==> src/rtl/segre_pkg.sv <==
`default_nettype none
// +----------------------------------------------------------------------+
// | segre_pkg : shared sizes and enums for the segre pipeline            |
// | rev 1.0                                                              |
// +----------------------------------------------------------------------+
package segre_pkg;

   localparam int WORD_SIZE = 32;
   localparam int REG_SIZE  = 5;
   localparam int BE_SIZE   = WORD_SIZE / 8;

   typedef enum logic [1:0] {
      BYTE = 2'b00,
      HALF = 2'b01,
      WORD = 2'b10
   } memop_data_type_e;

   typedef enum logic [1:0] {
      IDLE        = 2'b00,
      WAIT_GNT    = 2'b01,
      WAIT_RVALID = 2'b10
   } mem_state_e;

endpackage
`default_nettype wire

==> src/rtl/segre_lsu_align.sv <==
`default_nettype none
// +----------------------------------------------------------------------+
// | segre_lsu_align : misalign check, store lane steering, load extract  |
// | rev 1.0                                                              |
// +----------------------------------------------------------------------+
module segre_lsu_align
   import segre_pkg::*;
(
   input  logic [1:0]           off_i,
   input  memop_data_type_e     type_i,
   input  logic                 sign_ext_i,
   input  logic [WORD_SIZE-1:0] st_data_i,
   input  logic [WORD_SIZE-1:0] rdata_i,
   output logic                 misaligned_o,
   output logic [BE_SIZE-1:0]   be_o,
   output logic [WORD_SIZE-1:0] wdata_o,
   output logic [WORD_SIZE-1:0] ld_data_o
);

   logic [WORD_SIZE-1:0] shifted;

   always_comb begin
      misaligned_o = 1'b0;
      be_o         = '0;
      wdata_o      = '0;
      ld_data_o    = '0;
      shifted      = rdata_i >> {off_i, 3'b000};
      case (type_i)
         BYTE: begin
            be_o      = BE_SIZE'(1) << off_i;
            wdata_o   = {BE_SIZE{st_data_i[7:0]}};
            ld_data_o = {{(WORD_SIZE-8){sign_ext_i & shifted[7]}}, shifted[7:0]};
         end
         HALF: begin
            misaligned_o = off_i[0];
            be_o         = BE_SIZE'(3) << off_i;
            wdata_o      = {(BE_SIZE/2){st_data_i[15:0]}};
            ld_data_o    = {{(WORD_SIZE-16){sign_ext_i & shifted[15]}}, shifted[15:0]};
         end
         WORD: begin
            misaligned_o = |off_i;
            be_o         = '1;
            wdata_o      = st_data_i;
            ld_data_o    = shifted;
         end
         default: misaligned_o = 1'b1;
      endcase
   end

endmodule
`default_nettype wire

==> src/rtl/segre_mem_stage.sv <==
`default_nettype none
// +----------------------------------------------------------------------+
// | segre_mem_stage : data-memory access stage, EX/MEM -> MEM/WB         |
// | rev 1.0                                                              |
// +----------------------------------------------------------------------+
module segre_mem_stage
   import segre_pkg::*;
#(
   parameter int unsigned DMEM_TIMEOUT = 0
) (
   input  logic                 clk_i,
   input  logic                 rsn_i,
   input  logic [WORD_SIZE-1:0] alu_res_i,
   input  logic                 rf_we_i,
   input  logic [REG_SIZE-1:0]  rf_waddr_i,
   input  logic [WORD_SIZE-1:0] rf_st_data_i,
   input  memop_data_type_e     memop_type_i,
   input  logic                 memop_rd_i,
   input  logic                 memop_wr_i,
   input  logic                 memop_sign_ext_i,
   input  logic                 tkbr_i,
   input  logic [WORD_SIZE-1:0] new_pc_i,
   output logic                 dmem_req_o,
   output logic                 dmem_we_o,
   output logic [BE_SIZE-1:0]   dmem_be_o,
   output logic [WORD_SIZE-1:0] dmem_addr_o,
   output logic [WORD_SIZE-1:0] dmem_wdata_o,
   input  logic                 dmem_gnt_i,
   input  logic                 dmem_rvalid_i,
   input  logic [WORD_SIZE-1:0] dmem_rdata_i,
   output logic                 stall_o,
   output logic                 rf_we_o,
   output logic [REG_SIZE-1:0]  rf_waddr_o,
   output logic [WORD_SIZE-1:0] rf_wdata_o,
   output logic                 tkbr_o,
   output logic [WORD_SIZE-1:0] new_pc_o,
   output logic                 misaligned_o,
   output logic                 bus_err_o
);

   localparam int CNT_W = (DMEM_TIMEOUT > 1) ? $clog2(DMEM_TIMEOUT) : 1;
   localparam logic [CNT_W-1:0] CNT_LAST =
      CNT_W'((DMEM_TIMEOUT > 0) ? DMEM_TIMEOUT - 1 : 0);

   mem_state_e           state_q, state_d;
   logic [CNT_W-1:0]     cnt_q, cnt_d;
   logic                 run_q;
   logic                 memop, misaligned, aligned_op, in_wait;
   logic                 req, done, timeout, stall;
   logic [BE_SIZE-1:0]   be;
   logic [WORD_SIZE-1:0] wdata, ld_data;

   segre_lsu_align u_align (
      .off_i        (alu_res_i[1:0]),
      .type_i       (memop_type_i),
      .sign_ext_i   (memop_sign_ext_i),
      .st_data_i    (rf_st_data_i),
      .rdata_i      (dmem_rdata_i),
      .misaligned_o (misaligned),
      .be_o         (be),
      .wdata_o      (wdata),
      .ld_data_o    (ld_data)
   );

   // run_q keeps req/stall low while reset is held without feeding rsn_i into logic
   assign memop      = run_q & (memop_rd_i | memop_wr_i);
   assign aligned_op = memop & ~misaligned;
   assign in_wait    = (state_q != IDLE);

   always_comb begin
      state_d = state_q;
      req     = 1'b0;
      done    = 1'b0;
      timeout = 1'b0;
      case (state_q)
         IDLE: begin
            req = aligned_op;
            if (aligned_op) begin
               if (!dmem_gnt_i)     state_d = WAIT_GNT;
               else if (memop_rd_i) state_d = WAIT_RVALID;
               else                 done    = 1'b1;
            end
         end
         WAIT_GNT: begin
            req = 1'b1;
            if (dmem_gnt_i) begin
               if (memop_rd_i) begin
                  state_d = WAIT_RVALID;
               end else begin
                  done    = 1'b1;
                  state_d = IDLE;
               end
            end
         end
         WAIT_RVALID: begin
            if (dmem_rvalid_i) begin
               done    = 1'b1;
               state_d = IDLE;
            end
         end
         default: state_d = IDLE;
      endcase
      // a response arriving in the final allowed cycle still wins over the abort
      if (DMEM_TIMEOUT != 0 && in_wait && !done && cnt_q == CNT_LAST) begin
         timeout = 1'b1;
         state_d = IDLE;
      end
   end

   assign stall = aligned_op & ~done & ~timeout;
   assign cnt_d = (in_wait && state_d != IDLE) ? cnt_q + CNT_W'(1) : '0;

   assign stall_o      = stall;
   assign dmem_req_o   = req;
   assign dmem_we_o    = req & memop_wr_i;
   assign dmem_be_o    = req ? be : '0;
   assign dmem_addr_o  = {alu_res_i[WORD_SIZE-1:2], 2'b00};
   assign dmem_wdata_o = wdata;

   always_ff @(posedge clk_i or negedge rsn_i) begin
      if (!rsn_i) begin
         state_q      <= IDLE;
         cnt_q        <= '0;
         run_q        <= 1'b0;
         rf_we_o      <= 1'b0;
         rf_waddr_o   <= '0;
         rf_wdata_o   <= '0;
         tkbr_o       <= 1'b0;
         new_pc_o     <= '0;
         misaligned_o <= 1'b0;
         bus_err_o    <= 1'b0;
      end else begin
         state_q      <= state_d;
         cnt_q        <= cnt_d;
         run_q        <= 1'b1;
         rf_we_o      <= run_q & rf_we_i & ~stall & ~(memop & misaligned) & ~timeout;
         rf_waddr_o   <= rf_waddr_i;
         rf_wdata_o   <= (memop_rd_i & done) ? ld_data : alu_res_i;
         tkbr_o       <= run_q & tkbr_i & ~stall;
         new_pc_o     <= new_pc_i;
         misaligned_o <= memop & misaligned;
         bus_err_o    <= timeout;
      end
   end

endmodule
`default_nettype wire
==> config.mk <==
export PLATFORM = sky130hd
export DESIGN_NAME = segre_mem_stage
export DESIGN_NICKNAME = d
export VERILOG_FILES = /design/src/rtl/segre_pkg.sv /design/src/rtl/segre_lsu_align.sv /design/src/rtl/segre_mem_stage.sv
export SDC_FILE = /design/constraint.sdc
export NUM_CORES = 1
export LEC_CHECK = 0
export CAP_MARGIN = 10
export CORE_AREA = 4 4 129 131
export CTS_CLUSTER_SIZE = 40
export DETAILED_ROUTE_END_ITERATION = 10
export DIE_AREA = 0 0 133 135
export GPL_TIMING_DRIVEN = 1
export PLACE_DENSITY = 0.6
export RECOVER_POWER = 50
export SYNTH_ARGS = -nofsm -noshare
export SYNTH_HDL_FRONTEND = slang
export SYNTH_SLANG_ARGS = --single-unit
==> constraint.sdc <==
create_clock -name clk_i -period 1.6 [get_ports clk_i]
set_clock_uncertainty 0.2 [all_clocks]
set_input_delay 0.32 -clock clk_i [delete_from_list [all_inputs] [get_ports clk_i]]
set_output_delay 0.32 -clock clk_i [all_outputs]
set_load 0.01 [all_outputs]
# Word level (Yosys, flattened, before mapping)
# Index checks and enable logic that the tools add are counted.
classes:
  div_mod_pow: 0
  n_reduce_logical: 4
  n_shift: 3
  add_sub_neg: 0
  eq_ne: 8
  bitwise_logic: 18
  mux: 19
  mul: 0
  n_lt_le_gt_ge: 0
op_table:
  columns: ["op", "n"]
  rows:
  - ["case mux 32 bit (3 select lines)", 2]
  - ["2-to-1 mux 32 bit", 1]
  - [">> shifter 32 x 5 -> 32 bit", 1]
  - ["AND 1 bit", 13]
  - ["2-to-1 mux 2 bit", 6]
  - ["case mux 4 bit (3 select lines)", 1]
  - ["inequality test 2 bit (second input constant)", 3]
  - ["case mux 1 bit (3 select lines)", 2]
  - ["case mux 2 bit (3 select lines)", 1]
  - ["equality test 2 x 1 -> 1 bit (second input constant)", 2]
  - ["equality test 2 bit (second input constant)", 2]
  - ["zero test 2 bit", 2]
  - ["2-to-1 mux 1 bit", 4]
  - ["2-to-1 mux 4 bit", 1]
  - ["inverter 1 bit", 4]
  - ["AND reduction 4 bit", 1]
  - ["<< shifter 1 x 2 -> 4 bit (first input constant)", 1]
  - ["<< shifter 2 x 2 -> 4 bit (first input constant)", 1]
  - ["inequality test 3 bit (second input constant)", 1]
  - ["case mux 1 bit (2 select lines)", 1]
  - ["OR reduction 2 bit", 1]
  - ["OR 1 bit", 1]
word_totals:
  output_inout_bits: 144
  ramBits: 0
  input_bits: 144
  romBits: 0
  latch_bits: 0
  n_memories: 0
  regBits: 75
  word_cells: 60

# Depth between registers and ports, before layout
logic_depth:
  depth_word: 11
  ltp_mapped: 6
  depth_no_buf: 4

# Cells and area by module
# Synthesis repeated with hierarchy kept, for this count alone.
hier_totals:
  hier_cells: 358
  area_unflattened_um2: 4002.6
by_module_without_submodules:
  columns: ["module", "area_per_inst_um2", "seq_area_each_um2", "cells_per_inst", "instances"]
  rows:
  - ["segre_mem_stage", 2807.7, 1876.8, 168, 1]
  - ["segre_lsu_align", 1194.9, 0.0, 190, 1]

# Worst setup path after synthesis
# OpenSTA, ideal clock, no wires.
synth_timing:
  path_kind: "input to output"
  startpoint: "input port memop_type_i[0]"
  endpoint: "output port dmem_be_o[1]"
  path_buffers: 1
  setup_slack_ns: -0.175
  path_stages: 5
  arrival_time_ns: 1.255
  cell_sequence: "buf_2 a21oi_1 o21ba_2 o21ai_1 nor2_1"
synth_via:
  elab_chain_cells: 6
  elab_cells_between_ends: 9
synth_rtl:
  columns: ["item", "line_no", "rtl"]
  rows:
  - ["start, declared", "segre_mem_stage.sv:17", "input memop_data_type_e memop_type_i,"]
  - ["equality test 2 bit (tied with other cells)", "segre_lsu_align.sv:28", "case (type_i)"]
  - ["case mux 1 bit (3 select lines)", "segre_lsu_align.sv:28", null]
  - ["inverter 1 bit", "segre_mem_stage.sv:67", "assign aligned_op = memop & ~misaligned;"]
  - ["AND 1 bit", "segre_mem_stage.sv:67", null]
  - ["case mux 1 bit (2 select lines)", "segre_mem_stage.sv:75", "case (state_q)"]
  - ["2-to-1 mux 4 bit (*)", "segre_mem_stage.sv:116", "assign dmem_be_o = req ? be : '0;"]
  - ["end, declared", "segre_mem_stage.sv:25", "output logic [BE_SIZE-1:0] dmem_be_o,"]
# Mark *: on every way between the ends. The rest lies on a longest branch, timed or not.

# Worst setup path in the final report
layout_timing:
  startpoint: "register run_q"
  endpoint: "output port dmem_be_o[2]"
layout_via:
  elab_chain_cells: 4
layout_rtl:
  columns: ["item", "line_no", "rtl"]
  rows:
  - ["start, declared", "segre_mem_stage.sv:47", "logic run_q;"]
  - ["start signal, assigned", "segre_mem_stage.sv:124", "run_q <= 1'b0;"]
  - ["start signal, assigned", "segre_mem_stage.sv:135", "run_q <= 1'b1;"]
  - ["AND 1 bit", "segre_mem_stage.sv:66", "assign memop = run_q & (memop_rd_i | memop_wr_i);"]
  - ["AND 1 bit", "segre_mem_stage.sv:67", null]
  - ["case mux 1 bit (2 select lines)", "segre_mem_stage.sv:75", null]
  - ["2-to-1 mux 4 bit", "segre_mem_stage.sv:116", null]
# Every way passes these cells.

==> flow_summary.yaml <==
critical_path:
  startpoint_type: "flip-flop"
  cp-end-kind: "primary output"
  arrival_ps: 1510
  crit_fanout: 4
  cpMaxStageDelayCell: "dfrtp_1"
  required_ps: 1080
  cp_cell_sequence: "o21ai_2 -> o21ba_4 -> o21ai_4 -> buf_12 -> a21oi_2 -> buf_2"
  critPathTopFamily: "compound AO/OA/AOI/OAI gates"
  slowest_delay_ps: 400
  critPathKind: "reg -> out"
  worst-path-buf-inv: 2
synth:
  async_flop_share_pct: 100
  synth_compound_area_share_pct: 18.6
  synth_edf_count: 0
  synth_top_family_by_area: "compound AO/OA/AOI/OAI gates"
  yosys.area_share.adder_pct: 0
  synth_xor_area_share_pct: 0.228
  mappedNetlistArea_sq_um: 3840
  yosys.area.top_type: "dfrtp_1"
  synth_most_common_cell: "dfrtp_1"
  netlist.area_leader.share_pct: 48.9
  ys_ff_latch: 75
  netlist_top_cells_count: "dfrtp_1, a21oi_1, nor2_1"
  ys_top_cells_by_area: "dfrtp_1, buf_4, a21oi_1, mux2i_1, nor2_1"
  postSynthAreaPerCell_sq_um: 9.69
  yosys_warnings: 0
  synth_mux_area_share_pct: 9.52
  yosysUniqueCellTypes: 40
  synth_simple_gate_area_share_pct: 11.7
  postSynthCellCount: 396
  synth_flop_cell: "dfrtp_1"
  synth_seq_area_share_pct: 48.9
global_route:
  use_met3_pct: 6.26
  grtUsageMet2_pct: 35.9
  antenna_found_initial: 3
  met1_usage_pct: 19.0
  grt.overflow.total: 0
  grt_max_degree: 76
  grt_pass1_vias: 4857
  top_usage_layer: "met2"
  track_usage_pct: 18.7
  grt_pass1_wl_um: 26000
detailed_routing:
  via_per_inst: 4.47
  first_iter_violations: 161
  first_pass_iters: 5
  wl_per_cell_um: 18.0
  ant_nets: 0
  drc: 0
  num_vias: 4392
  postRouteWirelength_um: 17700
outcome:
  failed_checks: "setup timing"
  run_status: "finished with violations"
power_and_ir_drop:
  ir_drop_v: 0.000543
  power_mw: 6.13
  power_density_nw_per_um2: 723
  p_leak_nw: 3.97
floorplan:
  die-height_um: 135
  ios: 288
  die_w_um: 133
  initial_utilization_pct: 24.6
  dieArea_sq_um: 18000
  rows: 46
  core_area_sq_um: 15600
timing:
  rsz0062_at_grt: "true"
  period_share_pct: 127
  hold_viol: 0
  slew_viol_final: 0
  setup_ws_ps: -430
  tightestPinTransition_ps: 697
  setup_viol: 63
  slew_headroom_pct: 53.5
  fmax_ghz: 0.493
  fin_crit_ps: 2030
place:
  gp_congestion: 0.837
  dp_hpwl_um: 13300
  pre_cts_ws_ps: -1100
  numPortBuffers: 284
final_layout:
  seq_area_sq_um: 1880
  nNetsFinal: 903
  area_growth_pct: 121
  drive_above_1_share_pct: 41.5
  multiInputGateArea_sq_um: 2150
  nFillCells: 1448
clock_network:
  cts_sinks: 75
  cts_buffers: 9
  cts_max_path_buffers: 2
  cts-root-buf: "clkbuf_16"
  cts.clk_slew.worst_paths_ps: 60
  cts_tree: "yes"
  clkLatencyLatePin_ps: 320
  htreeDepth: 3
job:
  cap_violations: 0
min_path:
  hp-class: "in -> reg"
==> metal layers <==
layer / vias to the layer above / share of wire, %
met5: - / 0.073
met2: 230 / 53
met4: 2 / 2.3
met3: 22 / 8.1
met1: 2086 / 36
li1: 2052 / -
==> placed cells by master, fill, tap and decap left out, types with 15 or more instances in the layout <==
cell	netlist	final
mux2i_1	23	19
buf_2	5	35
buf_6	3	35
nor2_1	42	33
a21o_1	15	15
dfrtp_1	75	75
buf_4	34	76
dlygate4sd2_1	0	98
a21oi_2	10	21
a21oi_4	0	23
dlygate4sd3_1	0	38
clkdlybuf4s50_1	0	72
clkdlybuf4s15_1	0	18
==> cell families (layout without fill, tap and decap cells) <==
kind of cell    Yosys count  after routing
compound gates          117            117
buf+inv                  69            435
mux                      34             34
other cells               2              6
simple gates             98             98
flops                    75             75
xor+xnor                  1              1
==> per-stage QoR <==
step / util, % / std cells / hold WS, ps / instance area [sq um] / setup TNS [ps]
5_1_grt: 54.3 / 982 / 204 / 8470 / -11530
3_5_place_dp: 46.7 / 923 / 176 / 7280 / -74990
3_3_place_gp: 46.7 / 923 / 164 / 7280 / -73280
4_1_cts: 52.0 / 975 / 182 / 8110 / -9200
2_1_floorplan: - / 398 / -176 / 3940 / -131
6_report: 54.3 / 982 / 199 / 8470 / -8660
==> worst paths after layout <==
path,startpoint,endpoint,slack (ps),depth (start not counted)
max in group asynchronous,rsn_i,misaligned_o,240,3
max reg2reg,state_q[0],rf_wdata_o[7],-230,7
min,dmem_gnt_i,state_q[0],200,3
min reg2reg,run_q,rf_we_o,470,3
max,run_q,dmem_be_o[2],-430,6
min in group asynchronous,rsn_i,new_pc_o[6],470,3
==> power by group <==
group / total (mW) / switching (mW) / leakage [nW] / internal, mW
Sequential: 2.04 / 0.0324 / 0.883 / 2.01
Clock: 2.32 / 0.786 / 0.167 / 1.53
Combinational: 1.77 / 0.804 / 2.92 / 0.968
==> worst min-delay path, delay by kind of cell <==
family        cells  cell delay, ps
buf+inv           2             340
simple gates      1              40
==> registers in the layout (all words and copies together), names as in the netlist <==
name	count
new_pc_o	32
rf_wdata_o	32
rf_waddr_o	5
state_q	2
misaligned_o	1
rf_we_o	1
run_q	1
tkbr_o	1
==> timing repair <==
action / CTS / global route
endpoints found under the hold margin: 75 / 0
buffers inserted: 30 / 6
gates resized for setup: 465 / 106
hold buffers: 1 / 0
pin swaps: 30 / 44
gates cloned: 5 / 4
endpoints found under the setup margin: 175 / 81
==> cell type report <==
class	count	area share, %
Inverter	12	0.532
Clock inverter	6	1.33
Clock buffer	10	2.70
Multi-Input combinational cell	254	25.4
Antenna cell	2	0.0591
Tap cell	216	3.19
Timing Repair Buffer	407	44.7
Sequential cell	75	22.2
No activity file was read; power rests on OpenSTA's default activity.
